[src/rtl/subtrator_serial_if.sv]
// Start/done handshake bundle for the bit-serial subtractor.
//   start     - request a new subtraction (honoured only when the engine is idle)
//   A, B      - minuend / subtrahend, captured on the accepted-start edge
//   BorrowIn  - initial borrow, captured on the accepted-start edge
//   busy      - operation in progress
//   done      - one-cycle pulse, D/BorrowOut just updated
//   D         - difference, held between operations
//   BorrowOut - final borrow, held between operations
interface subtrator_serial_if #(
  parameter int unsigned N = 8
);
  logic         start;
  logic [N-1:0] A;
  logic [N-1:0] B;
  logic         BorrowIn;
  logic         busy;
  logic         done;
  logic [N-1:0] D;
  logic         BorrowOut;

  modport master (
    output start, A, B, BorrowIn,
    input  busy, done, D, BorrowOut
  );

  modport slave (
    input  start, A, B, BorrowIn,
    output busy, done, D, BorrowOut
  );
endinterface

[src/rtl/subtrator_serial.sv]
// Bit-serial N-bit subtractor: {BorrowOut, D} = A - B - BorrowIn, one bit per clock, LSB first.
// A single full-subtractor cell is fed from the operand shift registers and a registered borrow.
// Ports:
//   clk - rising-edge clock
//   rst - synchronous active-high reset (priority over start)
//   bus - slave side of subtrator_serial_if (start/A/B/BorrowIn in, busy/done/D/BorrowOut out)
module subtrator_serial #(
  parameter int unsigned N = 8
) (
  input logic              clk,
  input logic              rst,
  subtrator_serial_if.slave bus
);

  localparam int unsigned CntW = (N > 1) ? $clog2(N) : 1;
  localparam logic [CntW-1:0] LastCnt = CntW'(N - 1);

  typedef enum logic [0:0] {StIdle, StShift} state_e;

  state_e          state_q, state_d;
  logic [N-1:0]    a_q, a_d;
  logic [N-1:0]    b_q, b_d;
  logic [N-1:0]    res_q, res_d;
  logic            borrow_q, borrow_d;
  logic [CntW-1:0] cnt_q, cnt_d;
  logic [N-1:0]    diff_q, diff_d;
  logic            bout_q, bout_d;
  logic            done_q, done_d;

  // Full-subtractor cell on the current LSBs and the registered borrow.
  logic cell_d;
  logic cell_bout;
  assign cell_d    = a_q[0] ^ b_q[0] ^ borrow_q;
  assign cell_bout = (~a_q[0] & b_q[0]) | (~(a_q[0] ^ b_q[0]) & borrow_q);

  // Difference bits enter at the MSB so the LSB-first stream lands in order after N shifts.
  logic [N-1:0] res_shifted;
  if (N == 1) begin : g_res_one
    assign res_shifted = cell_d;
  end else begin : g_res_many
    assign res_shifted = {cell_d, res_q[N-1:1]};
  end

  always_comb begin
    state_d  = state_q;
    a_d      = a_q;
    b_d      = b_q;
    res_d    = res_q;
    borrow_d = borrow_q;
    cnt_d    = cnt_q;
    diff_d   = diff_q;
    bout_d   = bout_q;
    done_d   = 1'b0;

    unique case (state_q)
      StIdle: begin
        if (bus.start) begin
          a_d      = bus.A;
          b_d      = bus.B;
          borrow_d = bus.BorrowIn;
          res_d    = '0;
          cnt_d    = '0;
          state_d  = StShift;
        end
      end
      StShift: begin
        a_d      = a_q >> 1;
        b_d      = b_q >> 1;
        res_d    = res_shifted;
        borrow_d = cell_bout;
        cnt_d    = cnt_q + 1'b1;
        if (cnt_q == LastCnt) begin
          diff_d  = res_shifted;
          bout_d  = cell_bout;
          done_d  = 1'b1;
          cnt_d   = '0;
          state_d = StIdle;
        end
      end
      default: state_d = StIdle;
    endcase
  end

  always_ff @(posedge clk) begin
    if (rst) begin
      state_q  <= StIdle;
      a_q      <= '0;
      b_q      <= '0;
      res_q    <= '0;
      borrow_q <= 1'b0;
      cnt_q    <= '0;
      diff_q   <= '0;
      bout_q   <= 1'b0;
      done_q   <= 1'b0;
    end else begin
      state_q  <= state_d;
      a_q      <= a_d;
      b_q      <= b_d;
      res_q    <= res_d;
      borrow_q <= borrow_d;
      cnt_q    <= cnt_d;
      diff_q   <= diff_d;
      bout_q   <= bout_d;
      done_q   <= done_d;
    end
  end

  assign bus.busy      = (state_q == StShift);
  assign bus.done      = done_q;
  assign bus.D         = diff_q;
  assign bus.BorrowOut = bout_q;

endmodule

[src/flat_wrapper.sv]
// flat-port wrapper written by rule: the top's interface ports become plain ports
module subtrator_serial_flat 
#(
  parameter int unsigned N = 8
)
  (clk, rst, bus_start, bus_A, bus_B, bus_BorrowIn, bus_busy, bus_done, bus_D, bus_BorrowOut);
  subtrator_serial_if #(.N(N)) bus_i ();
  input logic clk;
  input logic rst;
  input wire logic [$bits(bus_i.start)-1:0] bus_start;
  input wire logic [$bits(bus_i.A)-1:0] bus_A;
  input wire logic [$bits(bus_i.B)-1:0] bus_B;
  input wire logic [$bits(bus_i.BorrowIn)-1:0] bus_BorrowIn;
  output wire logic [$bits(bus_i.busy)-1:0] bus_busy;
  output wire logic [$bits(bus_i.done)-1:0] bus_done;
  output wire logic [$bits(bus_i.D)-1:0] bus_D;
  output wire logic [$bits(bus_i.BorrowOut)-1:0] bus_BorrowOut;
  assign bus_i.start = bus_start;
  assign bus_i.A = bus_A;
  assign bus_i.B = bus_B;
  assign bus_i.BorrowIn = bus_BorrowIn;
  assign bus_busy = bus_i.busy;
  assign bus_done = bus_i.done;
  assign bus_D = bus_i.D;
  assign bus_BorrowOut = bus_i.BorrowOut;
  subtrator_serial #(.N(N)) u_core (.clk(clk), .rst(rst), .bus(bus_i));
endmodule
[config.mk]
export PLATFORM = sky130hd
export DESIGN_NAME = subtrator_serial_flat
export DESIGN_NICKNAME = d
export VERILOG_FILES = /design/src/rtl/subtrator_serial_if.sv /design/src/rtl/subtrator_serial.sv /design/src/flat_wrapper.sv
export SDC_FILE = /design/constraint.sdc
export NUM_CORES = 1
export LEC_CHECK = 0
export BUFFER_PORTS_ARGS = -buffer_cell sky130_fd_sc_hd__buf_2
export CORE_UTILIZATION = 57
export CTS_BUF_LIST = sky130_fd_sc_hd__clkbuf_8
export DETAILED_ROUTE_END_ITERATION = 10
export PLACE_DENSITY = 0.81
export SETUP_SLACK_MARGIN = 0.4
export SLEW_MARGIN = 0
export SYNTH_ARGS = -nofsm -noshare
export SYNTH_HDL_FRONTEND = slang
export SYNTH_SLANG_ARGS = --single-unit
[constraint.sdc]
create_clock -name clk -period 1.6 [get_ports clk]
set_input_delay 0.32 -clock clk [delete_from_list [all_inputs] [get_ports clk]]
set_output_delay 0.32 -clock clk [all_outputs]
set_load 0.01 [all_outputs]
After elaboration in Yosys (flattened, before gate mapping). Index checks and enable logic that the tools add are counted.

Register bits after elaboration: 39. Bits in latches: 0. Memory bits (writable): 0. ROM bits: 0. Input bits: 20. Output and inout bits: 11. Memories kept: 0.

Add/sub/neg operators: 1. Multipliers: 0. Divide/modulo/power cells: 0. Order comparisons: 0. Equal/unequal tests: 2. Shifts and indexed selects: 0. Mux-type cells: 15. Bitwise gates (word level): 8. Reductions and logical operators: 2.

Operator list (count): 8-bit case mux with 2 select lines (3); 8-bit 2-to-1 mux (3); 3-bit 2-to-1 mux (2); 3-bit case mux with 2 select lines (1); 1-bit 2-to-1 mux (4); 1-bit case mux with 2 select lines (2); 3-bit by 1-bit adder with 3-bit output, second input constant (1); 3-bit == test, second input constant (1); 1-bit inverter (3); 1-bit AND (2); 2-bit inequality test, second input constant (1); 2-bit AND reduction (1); 2-bit OR reduction (1); 1-bit XOR (2); 1-bit bitwise OR (1).

Longest topological paths before layout. Gate-level depths: netlist of the first run.

Word-level depth: 5. Depth in mapped cells: 6.

Least setup slack after synthesis of the first run. OpenSTA, ideal clock, no wires.

Path type: flip-flop to flip-flop. Start: register u_core.cnt_q[0]. End: register u_core.cnt_q[0]. Library setup time: 70 ps. Arrival time: 1239 ps. Slack: 290 ps. Stages on the path, launching flop included: 5. Path buffers: 0. Path through: dfxtp_1 -> ha_1 -> ha_1 -> or3b_2 -> a21oi_1.

Word-level cells in the longest chain between the ends: 3. Elaborated cells between the ends (all ways): 4.

RTL lines: start, declared (RTL line subtrator_serial.sv:25) `logic [CntW-1:0] cnt_q, cnt_d;`; start signal, assigned (RTL line subtrator_serial.sv:101) `cnt_q <= cnt_d;`; 3-bit by 1-bit adder with 3-bit output or 3-bit == test (tied branches) (RTL line subtrator_serial.sv:71, subtrator_serial.sv:72); 3-bit 2-to-1 mux * (RTL line subtrator_serial.sv:72) `if (cnt_q == LastCnt) begin`; 3-bit case mux with 2 select lines * (RTL line subtrator_serial.sv:55) `unique case (state_q)`.

Every way passes the cells marked *; elsewhere a longest branch is shown, timed or not. A chain may end at the register's enable or synchronous reset.

Worst setup path after layout of the first run.
Start: register u_core.b_q[0]. End: register u_core.res_q[7].

Word-level cells in the longest chain between the ends: 3.

RTL lines: start, declared (RTL line subtrator_serial.sv:22) `logic [N-1:0] b_q, b_d;`; start signal, assigned (RTL line subtrator_serial.sv:88) `b_q <= '0;`; start signal, assigned (RTL line subtrator_serial.sv:98) `b_q <= b_d;`; 1-bit XOR (2 in series) (RTL line subtrator_serial.sv:33) `assign cell_d = a_q[0] ^ b_q[0] ^ borrow_q;`; net u_core.cell_d (RTL line subtrator_serial.sv:31) `logic cell_d;`; 8-bit case mux with 2 select lines (RTL line subtrator_serial.sv:55); end signal, assigned (RTL line subtrator_serial.sv:99) `res_q <= res_d;`; end, declared (RTL line subtrator_serial.sv:23) `logic [N-1:0] res_q, res_d;`.

The timed path passes the listed nets, and every way through them passes these cells.

==> impl_metrics.toml, run 1 <==
[clocking]
clk_pin_slew_ns = 0.07
numCtsBuffers = 5
clk_path_buf_depth = 2
cts_tree = "done"
htree_levels = 2
clock_latency_ns = 0.29
root_buffer = "clkbuf_8"
clock-sinks = 38

[floorplan]
ios = 31
dieArea_mm2 = 0.00317
die_h_um = 56.3
core-area_mm2 = 0.00278
die_width_um = 56.3
rows = 19
start_util_pct = 60.5

[timing]
hold_viol = 0
worst_pin_slew_ns = 0.408
finalCriticalPeriod_ns = 1.26
fmax_mhz = 791
clock_skew_ns = 0.00612
post-route-period-util_pct = 79.0
setup_tns_ns = 0
finalMaxSlewViolations = 0
slew_headroom_pct = 72.8
final-setup-viol-count = 0
grt_setup_unrepaired = "true"

[worst_setup_path]
critPathMaxFanout = 2
cp_slowest_cell = "fa_2"
cp_top_family = "adder cells"
critical_path_arrival_ns = 1.48
crit_buf_inv = 1
ff2ff_setup_slack_ns = 0.34
crit_path_end_kind = "flip-flop"
cp-start-kind = "flip-flop"
cp.depth = 4
worst_r2r_path_depth = 4
cp_slowest_stage_delay_ns = 0.59
critPathRequiredTime_ns = 1.82
path_cells = "inv_2 > fa_2 > nand2_1 > a21oi_1"
path_class = "reg -> reg"
worstReg2RegEnd = "u_core.res_q[7]"
rr_startpoint = "u_core.b_q[0]"

[global_routing]
grt_pass1_wl_um = 5870
grt_max_degree = 29
grt_pass1_vias = 1289
antenna_found_initial = 0
grt.total_usage_pct = 24.1
grt_overflow = 0

[power]
power_density_mw_per_mm2 = 891
leakage_uw = 0.000902
peakVddDrop_uv = 841
fin_total_pwr_uw = 1940

[final_layout]
drive_above_1_share_pct = 40.0
area_growth_syn_to_layout_pct = 29.5
fillCellCount = 191
final_nets = 233
n_antenna_cell = 0

[synth]
yosys_warnings = 0
synth_compound_area_share_pct = 18.4
synth_mux_area_share_pct = 10.1
postSynthCellCount = 170
ys_seq_area_share_pct = 45.2
synth_top_family_by_area = "compound AO/OA/AOI/OAI gates"
synth-simple-area-share_pct = 16.8
synth.cell_area_mm2 = 0.00168
synthAdderAreaFrac_pct = 3.42
ys_seq_elements = 38
synthXorXnorAreaFrac_pct = 0
synth.avg_cell_area_um2 = 9.89
synth_cell_type_count = 24
synthesis.nets = 194

[detailed_routing]
final_antenna_net_count = 0
firstDrtPassIters = 4
routed_wl_um = 3890
via_per_inst = 5.66
drc = 0
wl_per_cell_um = 16.1
vias = 1364
drt-initial-drc-count = 53

[outcome]
status = "complete, no violations"

[placement]
gp_congestion = 0.721
dp_hpwl_um = 2110
port_buffers = 30

[hold_path]
holdCritPathClass = "in -> reg"
holdPathStages = 3
holdPathEnd = "u_core.b_q[7]"
min_from = "bus_B[7]"

[run]
timing.max_cap.violations = 0
[worst register-to-register path, cell delays in order (launching register included)]
cell and delay, ns:
dfxtp_2 0.34, inv_2 0.04, fa_2 0.59, nand2_1 0.08, a21oi_1 0.13
[kinds of logic after synthesis]
group | Yosys count
buffers and inverters | 19
AND/OR/NAND/NOR | 47
flip-flops | 38
multiplexers | 17
AO/OA/AOI/OAI | 45
adder cells (fa/ha/maj) | 4
[power breakdown]
group          switching (uW)  internal (uW)  leakage, uW
clock network             319            341    0.0000524
logic                     132            129     0.000537
registers                29.9            990     0.000312
[area by class of cell]
type | count | area [um2] | area share [%]
sequential | 38 | 768 | 35.3
inverter | 3 | 11.3 | 0.517
tap | 31 | 38.8 | 1.78
clock buffer | 6 | 82.6 | 3.79
multi-input combinational | 113 | 926 | 42.5
clock inverter | 2 | 8.76 | 0.402
timing repair buffer | 48 | 343 | 15.7
[synth_stat cells, drive strengths merged]
master	n	share of area [%]
dfxtp	38	45
a21oi	20	6.0
mux2i	17	10
a211oi	15	6.7
buf	14	4.9
nor2b	14	5.2
or3b	11	5.7
nand2	9	2.0
a21bo	8	4.8
nand3	8	2.4
ha	3	2.2
inv	3	0.67
clkbuf	2	0.45
nor2	2	0.45
nor3	2	0.60
a21o	1	0.45
a311oi	1	0.52
fa	1	1.2
nand3b	1	0.45
[layer usage]
| metal | wire length (um) | part of all wire (%) | vias up | global-route usage [%] |
|---|---|---|---|---|
| met5 | 0 | 0 | - | 0 |
| met4 | 80 | 2.1 | 0 | 10.1 |
| met3 | 134 | 3.4 | 8 | 6.45 |
| met2 | 1980 | 51 | 31 | 40.0 |
| met1 | 1690 | 44 | 646 | 29.6 |
| li1 | - | - | 679 | - |
[state kept, by name, indices dropped and copies added (netlist names), 3 cells and up]
| register | cells |
|---|---|
| u_core.res_q | 7 |
| u_core.a_q | 8 |
| u_core.cnt_q | 3 |
| u_core.bus.D | 8 |
| u_core.b_q | 8 |
[cell usage in the layout, fill, tap and decap left out]
cell type / n
or3b_4: 1
clkbuf_16: 1
a21o_1: 1
or3b_1: 10
nand3b_1: 1
fa_2: 1
a21bo_4: 4
buf_6: 4
buf_8: 1
mux2i_1: 17
buf_2: 28
ha_4: 3
dfxtp_2: 3
nor2_1: 2
clkinv_2: 1
a211oi_2: 1
buf_4: 12
nand2_1: 9
a21bo_2: 4
clkbuf_4: 1
a21oi_2: 9
nor2b_1: 14
clkbuf_8: 6
nor3_1: 2
a21oi_1: 11
dfxtp_1: 34
inv_2: 2
nand3_1: 8
buf_12: 1
inv_1: 2
dfxtp_4: 1
a211oi_1: 14
a311oi_1: 1
[worst max-delay path by stage]
stage,from,to,slack [ns]
finish,u_core.b_q[0],u_core.res_q[7],0.34
global route,u_core.borrow_q,u_core.bus.D[7],0.29
CTS,u_core.bus.busy,bus_busy,0.37
detailed placement,bus_start,u_core.b_q[4],0.23
global placement,bus_start,u_core.b_q[4],0.29
floorplan,u_core.cnt_q[1],u_core.bus.BorrowOut,0.40
[timing repair]
action / in CTS / in global routing
cloned: 0 / 1
hold buffers: 0 / 0
resized for setup: 11 / 19
buffers inserted: 5 / 5
endpoints found under the setup margin: 21 / 18
pin swaps: 5 / 9
[per-stage QoR]
step                      utilization, %  area, um2  setup slack (ns)  std cells  hold WS (ns)
after floorplan                        -       1740             0.405        170         0.438
after global placement              67.4       1870             0.290        222         0.451
after detailed placement            67.4       1870             0.234        222         0.456
after CTS                           73.2       2040             0.372        235         0.320
after global routing                78.3       2180             0.294        241         0.331
final                               78.3       2180             0.336        241         0.321
Note: power is estimated with default switching activity, not from simulation.
==> run 2, diff against run 1 <==
==> constraint.sdc (replaced) <==
create_clock -name clk -period 1.2 [get_ports clk]
set_input_delay 0.24 -clock clk [delete_from_list [all_inputs] [get_ports clk]]
set_output_delay 0.24 -clock clk [all_outputs]
set_load 0.01 [all_outputs]
==> impl_metrics.toml, run 2 (synthesis gave the netlist of run 1 again) <==
[placement]
port_buffers = 30
gp_congestion = 0.735
dp_hpwl_um = 2240

[timing]
slew_headroom_pct = 84.3
fin_hold_ws_ns = 0.274
worst_pin_slew_ns = 0.228
setup_tns_ns = -0.183
finalCriticalPeriod_ns = 1.26
fmax_mhz = 791
final-setup-viol-count = 5
hold_viol = 0
finalMaxSlewViolations = 0
final.setup.worst_slack_ns = -0.0642
post-route-period-util_pct = 105
grt_setup_unrepaired = "true"
clock_skew_ns = 0.0127

[clocking]
root_buffer = "clkbuf_8"
htree_levels = 2
cts_hold_buf = 0
clock_latency_ns = 0.30
clk_pin_slew_ns = 0.08
cts_tree = "done"
numCtsBuffers = 5
clk_path_buf_depth = 2
clock-sinks = 38

[global_routing]
grt_overflow = 0
met1_usage_pct = 38.2
grt_pass1_wl_um = 7160
top_usage_layer = "met2"
grt_pass1_vias = 1449
met2_usage_pct = 49.3
grt_max_degree = 22
grt.total_usage_pct = 30.1
grtUsageMet3_pct = 8.29
antenna_found_initial = 0

[floorplan]
start_util_pct = 60.5
die_h_um = 56.3
ios = 31
die_width_um = 56.3
rows = 19
dieArea_mm2 = 0.00317
core-area_mm2 = 0.00278

[worst_setup_path]
critPathRequiredTime_ns = 1.43
worstReg2RegEnd = "u_core.bus.D[7]"
cp-endpoint = "u_core.bus.D[7]"
ff2ff_setup_slack_ns = -0.06
worst_r2r_path_depth = 4
rr_startpoint = "u_core.b_q[0]"
critical_path_arrival_ns = 1.49
cp-start-kind = "flip-flop"
path_class = "reg -> reg"
crit_path_end_kind = "flip-flop"
critPathMaxFanout = 2
worstSetupStartpoint = "u_core.b_q[0]"

[detailed_routing]
wl_per_cell_um = 19.3
via_per_inst = 5.96
final_antenna_net_count = 0
drc = 0
routed_wl_um = 4770
firstDrtPassIters = 4
drt-initial-drc-count = 44
vias = 1471

[hold_path]
holdCritPathClass = "in -> reg"

[outcome]
violations = "setup timing"
status = "complete, but fails checks"

[final_layout]
final_nets = 239
n_antenna_cell = 0
final_cell_mix = "dfxtp_1 (25), buf_2 (19), mux2i_1 (17)"
drive_above_1_share_pct = 63.4
area_growth_syn_to_layout_pct = 51.1
mostFrequentLayoutCell = "dfxtp_1"

[power]
power_density_mw_per_mm2 = 1100
peakVddDrop_uv = 1400
leakage_uw = 0.00102

[run]
timing.max_cap.violations = 0
## run 2: changes by cell type in the layout (fill, tap and decap cells not counted), sizes merged
cell / before / now
clkbuf: 8 / 7
buf: 46 / 53
## run 2: cell type report
cell class / count / area [um2]
multi-input combinational: 113 / 1110
sequential: 38 / 779
timing repair buffer: 54 / 503
fill: 111 / 240
clock buffer: 6 / 82.6
tap: 31 / 38.8
inverter: 3 / 13.8
clock inverter: 2 / 8.76
## run 2: timing repair
item,4_1_cts,5_1_grt
gates resized for setup,67,21
endpoints found under the setup margin,49,49
cloned,1,0
pin swaps,6,20
buffers inserted,12,5
## run 2: per-stage QoR
step | instance area (um2) | setup WS, ns | power (uW) | utilization (%) | std cells
final | 2540 | -0.0642 | 2790 | 91.4 | 247
after global routing | 2540 | -0.121 | 2890 | 91.4 | 247
after CTS | 2420 | -0.0180 | 2720 | 87.0 | 242
after detailed placement | 1950 | -0.00960 | 1690 | 70.0 | 221
after global placement | 1950 | 0.0218 | 1670 | 70.0 | 221
after floorplan | 1830 | 0.00793 | 1630 | - | 170
## run 2: worst max-delay path, cell delays in order (launching register included)
cell,delay (ns)
dfxtp_2,0.34
inv_2,0.05
fa_2,0.59
nand3_2,0.08
a21oi_2,0.14
## run 2: power by group
group	total, uW	internal [uW]	switching, uW
Clock	907	455	452
Sequential	1380	1320	63.3
Combinational	498	268	229
Total	2790	2040	745
## run 2: per-layer routing
metal,up-vias,part of all wire (%),routed length (um)
met3,14,4.3,206
met5,-,0,0
met1,720,42,1980
met4,0,3.0,143
li1,691,-,-
met2,46,51,2440
## run 2: how the worst min path moves through the flow
stage	startpoint	end	depth (start not counted)
after detailed placement	u_core.res_q[5]	u_core.res_q[4]	2
after CTS	rst	u_core.a_q[2]	2
final	bus_BorrowIn	u_core.borrow_q	3
after global placement	u_core.res_q[5]	u_core.res_q[4]	2
after floorplan	bus_A[7]	u_core.a_q[7]	2
after global routing	bus_BorrowIn	u_core.borrow_q	3
==> run 3, diff against run 2 <==
--- a/config.mk
+++ b/config.mk
@@ -5,7 +5,7 @@
 export SDC_FILE = /design/constraint.sdc
 export NUM_CORES = 1
 export LEC_CHECK = 0
-export BUFFER_PORTS_ARGS = -buffer_cell sky130_fd_sc_hd__buf_2
+export BUFFER_PORTS_ARGS = -buffer_cell sky130_fd_sc_hd__buf_4
 export CORE_UTILIZATION = 57
 export CTS_BUF_LIST = sky130_fd_sc_hd__clkbuf_8
 export DETAILED_ROUTE_END_ITERATION = 10
==> impl_metrics.toml, run 3 <==
[floorplan]
die_width_um = 56.3
ios = 31
rows = 19
die_h_um = 56.3
start_util_pct = 60.5

[placement]
port_buffers = 30
dp_hpwl_um = 2150
gp_congestion = 0.737
place_ws_ns = -0.0215
place_area_mm2 = 0.00200

[timing]
worst_endpoint = "u_core.bus.D[0]$_SDFFE_PP0P_/D"
worst-ep-kind = "register data pin"

[global_routing]
grt_max_degree = 29
antenna_found_initial = 0

[synth]
synth.cell_area_mm2 = 0.00168
yosys-top-cells-area = "dfxtp_1 (45%), mux2i_1 (10%), a211oi_1 (6.7%)"
synthesis.nets = 194
synth-simple-area-share_pct = 16.8
synthFlopType = "dfxtp_1"
synth_top_family_by_area = "compound AO/OA/AOI/OAI gates"
yosys_warnings = 0
synth_edf_count = 0
yosysTopAreaCellShare_pct = 45.2
synthTopCellsByCount = "dfxtp_1 (38), a21oi_1 (20), mux2i_1 (17)"
ys_seq_area_share_pct = 45.2
postSynthCellCount = 170
synthAdderAreaFrac_pct = 3.42
synth.avg_cell_area_um2 = 9.89
ys_seq_elements = 38
synth_mux_area_share_pct = 10.1
yosysMostFrequentCell = "dfxtp_1"
synth_largest_area_cell = "dfxtp_1"
synthXorXnorAreaFrac_pct = 0
ys_async_sr_fraction_pct = 0
synth_compound_area_share_pct = 18.4
synth_cell_type_count = 24

[clocking]
numCtsBuffers = 5
clk_path_buf_depth = 2
clock-sinks = 38
cts_hold_buf = 0
root_buffer = "clkbuf_8"
htree_levels = 2

[outcome]
firstError = "[ERROR DPL-0033] detailed placement checks failed during check placement."
lastStage = "global routing (5_1_grt)"
status = "stopped before the end"
## run 3: metrics by stage
stage	TNS [ns]	hold slack, ns	instances
3_5_place_dp	-0.0305	0.461	220
4_1_cts	-0.0188	0.224	239
2_1_floorplan	0	0.435	170
3_3_place_gp	0	0.457	220
## run 3: cell families after synthesis
kind of cell / Yosys count
AOI/OAI and AO/OA: 45
muxes: 17
DFF: 38
buffers and inverters: 19
and+or+nand+nor: 47
adders and majority gates: 4
## run 3: repair_timing
item                       CTS
gates resized for setup     67
pin swaps                    6
setup endpoints to repair   49
setup buffers               10
gates cloned                 1
==> run 4, diff against run 3 <==
--- a/config.mk
+++ b/config.mk
@@ -6,11 +6,9 @@
 export NUM_CORES = 1
 export LEC_CHECK = 0
 export BUFFER_PORTS_ARGS = -buffer_cell sky130_fd_sc_hd__buf_4
-export CORE_UTILIZATION = 57
-export CTS_BUF_LIST = sky130_fd_sc_hd__clkbuf_8
+export CORE_UTILIZATION = 40
 export DETAILED_ROUTE_END_ITERATION = 10
-export PLACE_DENSITY = 0.81
-export SETUP_SLACK_MARGIN = 0.4
+export PLACE_DENSITY_LB_ADDON = 0.15
 export SLEW_MARGIN = 0
 export SYNTH_ARGS = -nofsm -noshare
 export SYNTH_HDL_FRONTEND = slang
==> impl_metrics.toml, run 4 (synthesis gave the netlist of run 1 again) <==
[outcome]
status = "complete, but fails checks"
violations = "setup timing"

[worst_setup_path]
crit_path_end_kind = "flip-flop"
critPathRequiredTime_ns = 1.42
path_class = "reg -> reg"
cp-start-kind = "flip-flop"
worst_r2r_path_depth = 4
critPathMaxFanout = 3
critical_path_arrival_ns = 1.44

[floorplan]
start_util_pct = 41.7
dieArea_mm2 = 0.00447
rows = 23
die_width_um = 66.8
ios = 31
die_h_um = 66.8
core-area_mm2 = 0.00403

[final_layout]
final-instance-count-excl-fill = 251
final_cell_mix = "dfxtp_1 (34), buf_4 (32), mux2i_1 (17)"
fillCellCount = 382
n_antenna_cell = 0
area_growth_syn_to_layout_pct = 34.5
final_nets = 224
final-seq-area_um2 = 768
drive_above_1_share_pct = 37.3
multi_input_area_um2 = 916
mostFrequentLayoutCell = "dfxtp_1"
fin_area_mm2 = 0.00226

[timing]
worst_pin_slew_ns = 0.429
slew_headroom_pct = 71.4
clock_skew_ns = 0.00714
setup_tns_ns = -0.0318
post-route-period-util_pct = 102
finalMaxSlewViolations = 0
grt_setup_unrepaired = "true"
finalCriticalPeriod_ns = 1.23
final-setup-viol-count = 3
final.setup.worst_slack_ns = -0.0252
hold_viol = 0
fmax_mhz = 816

[clocking]
root_buffer = "clkbuf_8"
htree_levels = 2
numCtsBuffers = 5
clock-sinks = 38
clk_pin_slew_ns = 0.07
clock_latency_ns = 0.29
cts_hold_buf = 0
cts_tree = "done"
clk_path_buf_depth = 2

[detailed_routing]
vias = 1303
drc = 0
via_per_inst = 5.19
final_antenna_net_count = 0
drt-initial-drc-count = 82
wl_per_cell_um = 14.3
routed_wl_um = 3600
firstDrtPassIters = 4

[global_routing]
grt_pass1_vias = 1224
grt_overflow = 0
antenna_found_initial = 0
grt.total_usage_pct = 16.7
grt_pass1_wl_um = 5460
grt_max_degree = 39

[power]
peakVddDrop_uv = 928
leakage_uw = 0.000893
power_density_mw_per_mm2 = 1340

[hold_path]
holdCritPathClass = "in -> reg"
holdPathStages = 3

[placement]
dp_hpwl_um = 2070
gp_congestion = 0.697
numPlacedInstances = 236
port_buffers = 30
place_area_mm2 = 0.00196

[run]
timing.max_cap.violations = 0
## run 4: critical path: stages (launching register included)
cell     delay [ns]
dfxtp_2        0.34
ha_4           0.18
ha_4           0.16
or3b_4         0.36
a21oi_2        0.11
## run 4: per-stage QoR
stage                     util [%]  setup WS, ns  hold WS [ns]  total power (uW)
after CTS                     54.7       -0.0202         0.243              3050
after detailed placement      48.7       -0.0316         0.457              1680
after floorplan                  -       0.00470         0.435              1580
final                         56.1       -0.0252         0.242              3030
after global placement        48.7        0.0184         0.447              1660
after global routing          56.1       -0.0463         0.255              3150
## run 4: layout make-up
class | count | share of cell area (%)
well taps | 50 | 2.77
inverters | 3 | 0.498
repair buffers | 39 | 16.0
multi-input cells | 113 | 40.5
clock buffers | 6 | 3.65
flip-flops and latches | 38 | 34.0
clock inverters | 2 | 2.65
## run 4: layer usage
metal | share of wire [%] | vias up | GRT usage [%] | routed length, um
li1 | - | 659 | - | -
met1 | 46 | 619 | 19.5 | 1660
met2 | 49 | 21 | 28.8 | 1750
met3 | 4.1 | 4 | 5.31 | 148
met4 | 1.0 | 0 | 4.79 | 36
met5 | 0 | - | 0 | 0
## run 4: what timing repair did
item	4_1_cts	5_1_grt
cloned	1	0
endpoints found under the setup margin	5	12
buffers inserted	4	2
pin swaps	3	10
gates resized for setup	16	9
## run 4: worst paths after layout
kind                                 startpoint              end  slack (ns)
worst max register to register  u_core.cnt_q[0]  u_core.cnt_q[0]       -0.03
worst min-delay path                   bus_A[7]    u_core.a_q[7]        0.24
worst max-delay path            u_core.cnt_q[0]  u_core.cnt_q[0]       -0.03
worst min register to register  u_core.res_q[2]  u_core.res_q[1]        0.46
## run 4: where the power goes
part           switching (uW)  total, uW  internal, uW
logic                     161        334           173
registers                38.0       1360          1320
clock network             451       1340           887
